### src/rtl/access_authorizer_pkg.sv
// Shared types and constants for the access authorizer.
// Holds the FSM state encoding, default code table and counter sizing.
package auth_pkg;

    typedef enum logic [2:0] {
        S_IDLE,
        S_CHECK,
        S_GRANT_M,
        S_WAIT_PORTER,
        S_GRANT_V,
        S_LOCKED
    } auth_state_t;

    // Entry i sits at bits [i*4 +: 4] of this packed table.
    localparam logic [15:0] DEF_CODES = {4'h3, 4'h5, 4'hA, 4'hC};

    // Width of the shared cycle counter: it must reach the longest limit - 1.
    function automatic int cnt_width(int a, int b, int c);
        int m;
        m = a;
        if (b > m) m = b;
        if (c > m) m = c;
        if (m < 2) m = 2;
        return $clog2(m);
    endfunction

endpackage

### src/rtl/access_authorizer_if.sv
// Keypad, intercom, porter and gate-side signals of the authorizer.
// The environment drives through master; the authorizer sits on slave.
interface access_authorizer_if #(
    parameter int NCODE_BITS = 4
);
    logic [NCODE_BITS-1:0] code_in;
    logic                  code_valid;
    logic                  visit_req;
    logic                  porter_ok;
    logic                  porter_deny;
    logic                  entrando_morador;
    logic                  entrando_visitante;
    logic                  chega_morador;
    logic                  chega_visitante;
    logic                  waiting_porter;
    logic                  lockout;
    logic [1:0]            fail_count;

    modport master (
        output code_in, code_valid, visit_req, porter_ok, porter_deny,
        output entrando_morador, entrando_visitante,
        input  chega_morador, chega_visitante, waiting_porter,
        input  lockout, fail_count
    );

    modport slave (
        input  code_in, code_valid, visit_req, porter_ok, porter_deny,
        input  entrando_morador, entrando_visitante,
        output chega_morador, chega_visitante, waiting_porter,
        output lockout, fail_count
    );
endinterface

### src/rtl/access_authorizer_code_matcher.sv
// Combinational lookup of a keypad code in the resident code table.
// Match is the OR of one equality compare per table entry.
module code_matcher #(
    parameter int NCODE_BITS = 4,
    parameter int NCODES     = 4
) (
    input  logic [NCODE_BITS-1:0]        code_i,
    input  logic [NCODES*NCODE_BITS-1:0] table_i,
    output logic                         match_o
);

    // OR-reduce the per-entry equality compares.
    always_comb begin
        match_o = 1'b0;
        for (int i = 0; i < NCODES; i++) begin
            if (table_i[i*NCODE_BITS +: NCODE_BITS] == code_i) begin
                match_o = 1'b1;
            end
        end
    end

endmodule

### src/rtl/access_authorizer.sv
// Turns keypad codes and intercom requests into gate arrival grants.
// Handles porter approval, grant hold time and keypad lockout.
module access_authorizer
    import auth_pkg::*;
#(
    parameter int                            NCODE_BITS     = 4,
    parameter int                            NCODES         = 4,
    parameter logic [NCODES*NCODE_BITS-1:0]  RESIDENT_CODES = DEF_CODES,
    parameter int                            MAX_TRIES      = 3,
    parameter int                            LOCK_CYCLES    = 16,
    parameter int                            GRANT_CYCLES   = 8,
    parameter int                            WAIT_CYCLES    = 32
) (
    input  logic                 clk_2,
    input  logic                 reset,
    access_authorizer_if.slave   bus
);

    localparam int CW = cnt_width(LOCK_CYCLES, WAIT_CYCLES, GRANT_CYCLES);
    localparam logic [CW-1:0] G_LAST = CW'(GRANT_CYCLES - 1);
    localparam logic [CW-1:0] W_LAST = CW'(WAIT_CYCLES - 1);
    localparam logic [CW-1:0] L_LAST = CW'(LOCK_CYCLES - 1);
    localparam logic [1:0]    MAX_F  = 2'(MAX_TRIES);

    auth_state_t           state_q, state_d;
    logic [CW-1:0]         cnt_q, cnt_d;
    logic [1:0]            fail_q, fail_d;
    logic [NCODE_BITS-1:0] code_q, code_d;
    logic                  cv_prev_q, vr_prev_q;
    logic                  code_rise, visit_rise, match;

    assign code_rise  = bus.code_valid & ~cv_prev_q;
    assign visit_rise = bus.visit_req & ~vr_prev_q;

    code_matcher #(
        .NCODE_BITS (NCODE_BITS),
        .NCODES     (NCODES)
    ) u_match (
        .code_i  (code_q),
        .table_i (RESIDENT_CODES),
        .match_o (match)
    );

    // State, counter, failure count, code latch and edge-detect registers.
    always_ff @(posedge clk_2) begin
        if (reset) begin
            state_q   <= S_IDLE;
            cnt_q     <= '0;
            fail_q    <= '0;
            code_q    <= '0;
            cv_prev_q <= 1'b0;
            vr_prev_q <= 1'b0;
        end else begin
            state_q   <= state_d;
            cnt_q     <= cnt_d;
            fail_q    <= fail_d;
            code_q    <= code_d;
            cv_prev_q <= bus.code_valid;
            vr_prev_q <= bus.visit_req;
        end
    end

    // Next-state logic; resident edge beats visitor edge, deny beats ok.
    always_comb begin
        state_d = state_q;
        fail_d  = fail_q;
        code_d  = code_q;
        unique case (state_q)
            S_IDLE: begin
                if (code_rise) begin
                    code_d  = bus.code_in;
                    state_d = S_CHECK;
                end else if (visit_rise) begin
                    state_d = S_WAIT_PORTER;
                end
            end
            S_CHECK: begin
                if (match) begin
                    fail_d  = '0;
                    state_d = S_GRANT_M;
                end else if (fail_q + 2'd1 == MAX_F) begin
                    fail_d  = MAX_F;
                    state_d = S_LOCKED;
                end else begin
                    fail_d  = fail_q + 2'd1;
                    state_d = S_IDLE;
                end
            end
            S_GRANT_M: begin
                if (bus.entrando_morador || cnt_q == G_LAST) state_d = S_IDLE;
            end
            S_WAIT_PORTER: begin
                if (bus.porter_deny || cnt_q == W_LAST) state_d = S_IDLE;
                else if (bus.porter_ok)                 state_d = S_GRANT_V;
            end
            S_GRANT_V: begin
                if (bus.entrando_visitante || cnt_q == G_LAST) state_d = S_IDLE;
            end
            S_LOCKED: begin
                if (cnt_q == L_LAST) begin
                    fail_d  = '0;
                    state_d = S_IDLE;
                end
            end
            default: state_d = S_IDLE;
        endcase
    end

    // Shared counter restarts on every state entry and rests at 0 in idle.
    always_comb begin
        cnt_d = cnt_q + 1'b1;
        if (state_d != state_q || state_q == S_IDLE) cnt_d = '0;
    end

    assign bus.chega_morador   = (state_q == S_GRANT_M);
    assign bus.chega_visitante = (state_q == S_GRANT_V);
    assign bus.waiting_porter  = (state_q == S_WAIT_PORTER);
    assign bus.lockout         = (state_q == S_LOCKED);
    assign bus.fail_count      = fail_q;

endmodule

### src/flat_wrapper.sv
// flat-port wrapper written by rule: the top's interface ports become plain ports
module access_authorizer_flat import auth_pkg::*;
#(
    parameter int                            NCODE_BITS     = 4,
    parameter int                            NCODES         = 4,
    parameter logic [NCODES*NCODE_BITS-1:0]  RESIDENT_CODES = DEF_CODES,
    parameter int                            MAX_TRIES      = 3,
    parameter int                            LOCK_CYCLES    = 16,
    parameter int                            GRANT_CYCLES   = 8,
    parameter int                            WAIT_CYCLES    = 32
)
  (clk_2, reset, bus_code_in, bus_code_valid, bus_visit_req, bus_porter_ok, bus_porter_deny, bus_entrando_morador, bus_entrando_visitante, bus_chega_morador, bus_chega_visitante, bus_waiting_porter, bus_lockout, bus_fail_count);
  access_authorizer_if #(.NCODE_BITS(NCODE_BITS)) bus_i ();
  input  logic clk_2;
  input  logic reset;
  input wire logic [$bits(bus_i.code_in)-1:0] bus_code_in;
  input wire logic [$bits(bus_i.code_valid)-1:0] bus_code_valid;
  input wire logic [$bits(bus_i.visit_req)-1:0] bus_visit_req;
  input wire logic [$bits(bus_i.porter_ok)-1:0] bus_porter_ok;
  input wire logic [$bits(bus_i.porter_deny)-1:0] bus_porter_deny;
  input wire logic [$bits(bus_i.entrando_morador)-1:0] bus_entrando_morador;
  input wire logic [$bits(bus_i.entrando_visitante)-1:0] bus_entrando_visitante;
  output wire logic [$bits(bus_i.chega_morador)-1:0] bus_chega_morador;
  output wire logic [$bits(bus_i.chega_visitante)-1:0] bus_chega_visitante;
  output wire logic [$bits(bus_i.waiting_porter)-1:0] bus_waiting_porter;
  output wire logic [$bits(bus_i.lockout)-1:0] bus_lockout;
  output wire logic [$bits(bus_i.fail_count)-1:0] bus_fail_count;
  assign bus_i.code_in = bus_code_in;
  assign bus_i.code_valid = bus_code_valid;
  assign bus_i.visit_req = bus_visit_req;
  assign bus_i.porter_ok = bus_porter_ok;
  assign bus_i.porter_deny = bus_porter_deny;
  assign bus_i.entrando_morador = bus_entrando_morador;
  assign bus_i.entrando_visitante = bus_entrando_visitante;
  assign bus_chega_morador = bus_i.chega_morador;
  assign bus_chega_visitante = bus_i.chega_visitante;
  assign bus_waiting_porter = bus_i.waiting_porter;
  assign bus_lockout = bus_i.lockout;
  assign bus_fail_count = bus_i.fail_count;
  access_authorizer #(.NCODE_BITS(NCODE_BITS), .NCODES(NCODES), .RESIDENT_CODES(RESIDENT_CODES), .MAX_TRIES(MAX_TRIES), .LOCK_CYCLES(LOCK_CYCLES), .GRANT_CYCLES(GRANT_CYCLES), .WAIT_CYCLES(WAIT_CYCLES)) u_core (.clk_2(clk_2), .reset(reset), .bus(bus_i));
endmodule
### config.mk
export PLATFORM = sky130hd
export DESIGN_NAME = access_authorizer_flat
export DESIGN_NICKNAME = d
export VERILOG_FILES = /design/src/rtl/access_authorizer_pkg.sv /design/src/rtl/access_authorizer_if.sv /design/src/rtl/access_authorizer_code_matcher.sv /design/src/rtl/access_authorizer.sv /design/src/flat_wrapper.sv
export SDC_FILE = /design/constraint.sdc
export NUM_CORES = 1
export LEC_CHECK = 0
export ABC_AREA = 1
export CORE_MARGIN = 3
export CORE_UTILIZATION = 53
export DETAILED_ROUTE_END_ITERATION = 10
export GPL_ROUTABILITY_DRIVEN = 1
export HOLD_SLACK_MARGIN = 0.05
export PLACE_DENSITY = 0.89
export SLEW_MARGIN = 10
export SYNTH_ARGS = -nofsm -noshare
export SYNTH_HDL_FRONTEND = slang
export SYNTH_HIERARCHICAL = 1
export SYNTH_SLANG_ARGS = --single-unit
### constraint.sdc
create_clock -name clk_2 -period 2.1 [get_ports clk_2]
set_input_delay 0.315 -clock clk_2 [delete_from_list [all_inputs] [get_ports clk_2]]
set_output_delay 0.315 -clock clk_2 [all_outputs]
set_load 0.005 [all_outputs]
==> results of run 1 <==
-- stage by stage --
| step | cell area (µm²) | hold slack, ns | total power, µW |
|---|---|---|---|
| floorplan | 1270 | 0.384 | 512 |
| global placement | 1480 | 0.441 | 574 |
| detailed placement | 1480 | 0.441 | 576 |
| CTS | 1510 | 0.461 | 778 |
| global route | 1510 | 0.477 | 838 |
| finish | 1510 | 0.461 | 778 |
-- Yosys cell counts --
cell,number
dfxtp_1,16
nor2_2,4
nand2_1,75
o21ai_0,4
nand3_2,2
nor3_2,1
or2_1,1
conb_1,2
nand2_2,4
xor2_1,1
a21oi_1,4
nor2_1,36
inv_2,5
ha_1,4
xnor2_1,1
a31oi_1,1
nand3_1,4
nor2_4,1
inv_1,37
o211ai_1,1
nand3b_1,1
nand4_1,2
-- worst paths after layout --
check / to / slack [ns] / cells past startpoint
min reg2reg: u_core/cnt_q[0]$_SDFF_PP0_ / 0.46 / 1
max: u_core/cnt_q[2]$_SDFF_PP0_ / 0.23 / 12
min: u_core/cnt_q[0]$_SDFF_PP0_ / 0.46 / 1
max reg2reg: u_core/cnt_q[2]$_SDFF_PP0_ / 0.23 / 12
-- sequential cells by signal, indices dropped and copies added (netlist names) --
register               cells
u_core/state_q             3
u_core/code_q              4
u_core/cv_prev_q           1
u_core/cnt_q               5
u_core/vr_prev_q           1
u_core/bus.fail_count      2
-- cell usage in the layout (no fill, tap or decap) --
cell,instances
a21oi_1,4
a31oi_1,1
clkbuf_4,3
clkbuf_8,1
clkdlybuf4s50_1,17
conb_1,32
dfxtp_1,16
ha_1,4
inv_1,37
inv_2,5
nand2_1,75
nand2_2,4
nand3_1,4
nand3_2,2
nand3b_1,1
nand4_1,2
nor2_1,36
nor2_2,4
nor2_4,1
nor3_2,1
o211ai_1,1
o21ai_0,4
or2_1,1
xnor2_1,1
xor2_1,1
-- cell families (layout without fill, tap and decap cells) --
kind of cell | count (synthesis) | in the layout
simple gates | 131 | 131
buf+inv | 42 | 63
flops | 16 | 16
compound gates | 10 | 10
fa+ha+maj | 4 | 4
other cells | 2 | 32
xor+xnor | 2 | 2
-- power breakdown --
group / leakage (µW) / total, µW / switching [µW] / internal [µW]
clock network: 0.0000210 / 203 / 97.6 / 106
registers: 0.000131 / 350 / 26.0 / 324
logic: 0.000706 / 226 / 131 / 94.3
-- final cells by class --
cell class	instances	area [µm²]
Clock buffer	4	36.3
Sequential cell	16	320
Multi-Input combinational cell	179	796
Tap cell	27	33.8
Timing Repair Buffer	17	170
Inverter	42	158
Fill cell	174	508
-- per-layer routing --
layer,part of all wire,global-route usage,vias to the layer above
met1,0.50,0.247,475
met3,0.051,0.0627,2
met5,0,0,-
met4,0.0061,0.0255,0
met2,0.44,0.291,26
li1,-,-,681
==> metrics.cfg, run 1 <==
[worst_setup_path]
start_kind = flop
path_class = reg2reg
path_common_cell = nor2_1
crit_family = simple AND/OR/NAND/NOR gates
critPathBufInv = 0
crit_chain = ha_1, nand2_1, nor2_1, ha_1, nor2_1, nand2_1, nor2_1, nand3b_1, nor2_1, nor2_2, nand2_2, nor2_1
slowest_stage = dfxtp_1
required_ns = 2.32
rr_startpoint = u_core/cnt_q[0]$_SDFF_PP0_
crit_fanout = 5
crit_path_max_incr_delay_ns = 0.34
startpoint = u_core/cnt_q[0]$_SDFF_PP0_
arrival_ns = 2.09
end_kind = flop

[clocking]
cts_root_buf = clkbuf_4
clk_pin_slew_ns = 0.09
cts_resized = 0
h-tree-depth = 1
cts_buffers = 3
cts_tree = built
clock_latency_ns = 0.29
cts.sink_count = 16
post_cts_buffers = 0
clockBufferDepth = 2
postCtsHoldBufs = 0

[pwr]
leakagePower_uw = 0.000858
p_per_area_nw_per_um2 = 514
ir_drop_v = 0.000551

[synth]
ys_ff_latch = 16
synth_top_family_by_area = simple AND/OR/NAND/NOR gates
synth_top_area_cell = dfxtp_1
synth-simple-area-share = 0.477
synth_top_area_frac = 0.276
ys_seq_area_frac = 0.276
syn_inst = 207
synth_compound_area_frac = 0.0463
synth_area_leaders = dfxtp_1, nand2_1, inv_1
yosys.area_share.xor_xnor = 0.0151
yosysWarningCount = 6
syn_avg_cell_area_um2 = 5.61
synth_mux_area_frac = 0
post_synth_num_cell_types = 22
synth_area_um2 = 1160
synth_adder_area_share = 0.0431

[worst_hold_path]
hold_start = u_core/cnt_q[0]$_SDFF_PP0_
worstHoldPathType = reg2reg

[grt]
antenna_found_initial = 0
overflow = 0
grt_pass1_vias = 1000
grt_pass1_wl_um = 3880
grt_max_degree = 10
grt_usage = 0.185

[layout]
fin_nets = 275
final_cells = 285
layout-drive-gt1-share = 0.0814
n_antenna_cell = 0
syn_to_final_growth_pct = 30.4
fin_util = 0.749

[floorplanning]
initial_utilization = 0.574
coreArea_um2 = 2020
placementRows = 16
fp.dieW_um = 52.8
ios = 18
fp.dieH_um = 52.8
die_area_um2 = 2790

[timing]
fin_tns_setup_ns = 0
setup-violations-final = 0
worst_slack_ns = 0.235
skew_ns = 0.00599
clock.fmax_mhz = 536
period_needed_ns = 1.87
maxSlewViolCount = 0
hold_viol_final = 0
rsz0062_at_grt = no
finalCritPeriodShare = 0.888

[place]
buffer_ports.inserted = 17
place_congestion = 0.834
place_inst = 281
dp_slack_ns = 0.265
hpwl_um = 1850

[routing]
drt_pre_antenna_iters = 4
drtIter0Drc = 25
final_antenna_net_count = 0
drt_wl_total_um = 2300
wl_per_cell_um = 8.08
via_per_inst = 4.15
drc_errors = 0
vias = 1184

[status]
outcome = finished, final reports clean

[flow_run]
cap_violations = 0

Note: power is estimated with default switching activity, not from simulation.
==> run 2: changes to the inputs <==
--- a/config.mk
+++ b/config.mk
@@ -9,7 +9,7 @@
 export CORE_MARGIN = 3
 export CORE_UTILIZATION = 53
 export DETAILED_ROUTE_END_ITERATION = 10
-export GPL_ROUTABILITY_DRIVEN = 1
+export GPL_ROUTABILITY_DRIVEN = 0
 export HOLD_SLACK_MARGIN = 0.05
 export PLACE_DENSITY = 0.89
 export SLEW_MARGIN = 10
==> results of run 2 <==
The final DEF is identical to that of run 1; final timing and power are the same.
==> run 3: changes to the inputs <==
==> constraint.sdc (replaced) <==
create_clock -name clk_2 -period 1.77 [get_ports clk_2]
set_input_delay 0.2655 -clock clk_2 [delete_from_list [all_inputs] [get_ports clk_2]]
set_output_delay 0.2655 -clock clk_2 [all_outputs]
set_load 0.005 [all_outputs]
==> metrics.cfg, run 3 (synthesis gave the netlist of run 1 again) <==
[layout]
final_cells = 296  ; was 285
final_common_cell = nand2_1  ; unchanged
layout_common_cells = nand2_1, inv_1, conb_1  ; was nand2_1, inv_1, nor2_1
reg.largest.list = u_core/cnt_q (5), u_core/code_q (4), u_core/state_q (3)  ; unchanged
layout-drive-gt1-share = 0.212  ; was 0.0814
fin_nets = 286  ; was 275
largest_reg_flops = 5  ; unchanged
largest_register = u_core/cnt_q  ; unchanged
n_antenna_cell = 0  ; unchanged
syn_to_final_growth_pct = 44.6  ; was 30.4%

[timing]
clock.fmax_mhz = 560  ; was 536 MHz
rsz0062_at_grt = yes  ; was no
skew_ns = 0.00576  ; was 0.00599 ns
worst_slack_ns = -0.0170  ; was 0.235 ns
setup-violations-final = 3  ; was 0
finalCritPeriodShare = 1.01  ; was 0.888
hold_viol_final = 0  ; unchanged
maxSlewViolCount = 0  ; unchanged
period_needed_ns = 1.79  ; was 1.87 ns

[flow_run]
cap_violations = 0  ; unchanged

[worst_setup_path]
arrival_ns = 2.02  ; was 2.09 ns
required_ns = 2.01  ; was 2.32 ns
start_kind = flop  ; unchanged
path_class = reg2reg  ; unchanged
end_kind = flop  ; unchanged
crit_fanout = 5  ; unchanged
reg2reg_slack_ns = -0.02  ; was 0.23 ns

[worst_hold_path]
worstHoldPathType = reg2reg  ; unchanged

[clocking]
cts_buffers = 3  ; unchanged
cts_tree = built  ; unchanged
clockBufferDepth = 2  ; unchanged
cts.sink_count = 16  ; unchanged
cts_root_buf = clkbuf_4  ; unchanged
clock_latency_ns = 0.30  ; was 0.29 ns
clk_pin_slew_ns = 0.10  ; was 0.09 ns
h-tree-depth = 1  ; unchanged
postCtsHoldBufs = 0  ; unchanged

[floorplanning]
placementRows = 16  ; unchanged
initial_utilization = 0.574  ; unchanged
fp.dieW_um = 52.8  ; unchanged
coreArea_um2 = 2020  ; unchanged
fp.dieH_um = 52.8  ; unchanged
ios = 18  ; unchanged
die_area_um2 = 2790  ; unchanged

[grt]
grt_pass1_wl_um = 4430  ; was 3880 µm
overflow = 0  ; unchanged
grt_max_degree = 10  ; unchanged
antenna_found_initial = 0  ; unchanged
grt_pass1_vias = 1094  ; was 1000
grt_usage = 0.215  ; was 0.185

[pwr]
ir_drop_v = 0.000581  ; was 0.000551 V
power_uw = 1010  ; was 778 µW
p_per_area_nw_per_um2 = 601  ; was 514 nW/µm²
leakagePower_uw = 0.000968  ; was 0.000858 µW

[status]
outcome = finished, violations left  ; was finished, final reports clean
violations = negative setup slack

[routing]
drt_pre_antenna_iters = 4  ; unchanged
vias = 1335  ; was 1184
drc_errors = 0  ; unchanged
final_antenna_net_count = 0  ; unchanged
drt_wl_total_um = 2960  ; was 2300 µm
via_per_inst = 4.51  ; was 4.15
wl_per_cell_um = 10.0  ; was 8.08 µm
drtIter0Drc = 40  ; was 25

[place]
place_inst = 287  ; was 281
hpwl_um = 1880  ; was 1850 µm
buffer_ports.inserted = 17  ; unchanged

[run 3: changes by cell type in the layout (fill, tap and decap cells not counted), sizes merged]
cell | previous run | this run
dlymetal6s2s | 0 | 2
buf | 0 | 11
dlygate4sd2 | 0 | 1
clkdlybuf4s50 | 17 | 14
[run 3: area by class of cell]
type | count | area [µm²]
clock buffers | 4 | 36.3
fillers | 144 | 343
inverters | 42 | 163
multi-input cells | 179 | 846
flip-flops and latches | 16 | 344
well taps | 27 | 33.8
repair buffers | 28 | 256
[run 3: metal layers]
metal | share of wire | vias to the layer above | GRT usage
met5 | 0 | - | 0
met4 | 0.023 | 0 | 0.0426
met3 | 0.068 | 12 | 0.0541
met2 | 0.49 | 52 | 0.368
met1 | 0.42 | 572 | 0.269
li1 | - | 699 | -
[run 3: repair_timing]
action / in CTS / in global routing
buffers inserted: 2 / 3
pin swaps: 2 / 16
resized for setup: 5 / 32
setup endpoints to repair: 9 / 10
[run 3: worst max-delay path: stages, from the launching register on]
cell     delay, ns
dfxtp_4       0.38
ha_4          0.14
nand2_2       0.06
nor2_2        0.15
ha_2          0.18
inv_1         0.05
nand2_2       0.07
nand2_2       0.08
nand2_4       0.09
nand3_2       0.09
nand2_1       0.07
nand2_1       0.05
nor2_2        0.10
nand2_2       0.10
nor2_1        0.11
[run 3: per-stage QoR]
| step | setup slack, ns | TNS (ns) | utilization | instance area (µm²) | hold WS (ns) |
|---|---|---|---|---|---|
| 5_1_grt | -0.209 | -0.976 | 0.830 | 1680 | 0.531 |
| 4_1_cts | 0.00662 | 0 | 0.782 | 1580 | 0.462 |
| 6_report | -0.0170 | -0.0458 | 0.830 | 1680 | 0.498 |
| 3_5_place_dp | -0.00861 | -0.00861 | 0.753 | 1520 | 0.441 |
| 2_1_floorplan | 0.188 | 0 | - | 1270 | 0.335 |
| 3_3_place_gp | 0.00254 | 0 | 0.753 | 1520 | 0.429 |
[run 3: power by group]
| group | switching, µW | leakage [µW] | internal, µW |
|---|---|---|---|
| logic | 183 | 0.000811 | 150 |
| clock network | 128 | 0.0000210 | 126 |
| registers | 34.5 | 0.000136 | 387 |
| total | 346 | 0.000968 | 663 |
[run 3: path summary, 6_finish.rpt]
path | from | to | cells after the start
hold reg to reg | u_core/bus.fail_count[0]$_SDFFE_PP0P_ | u_core/bus.fail_count[0]$_SDFFE_PP0P_ | 2
hold / removal | u_core/bus.fail_count[0]$_SDFFE_PP0P_ | u_core/bus.fail_count[0]$_SDFFE_PP0P_ | 2
setup / recovery | u_core/cnt_q[0]$_SDFF_PP0_ | u_core/cnt_q[0]$_SDFF_PP0_ | 14
setup reg to reg | u_core/cnt_q[0]$_SDFF_PP0_ | u_core/cnt_q[0]$_SDFF_PP0_ | 14
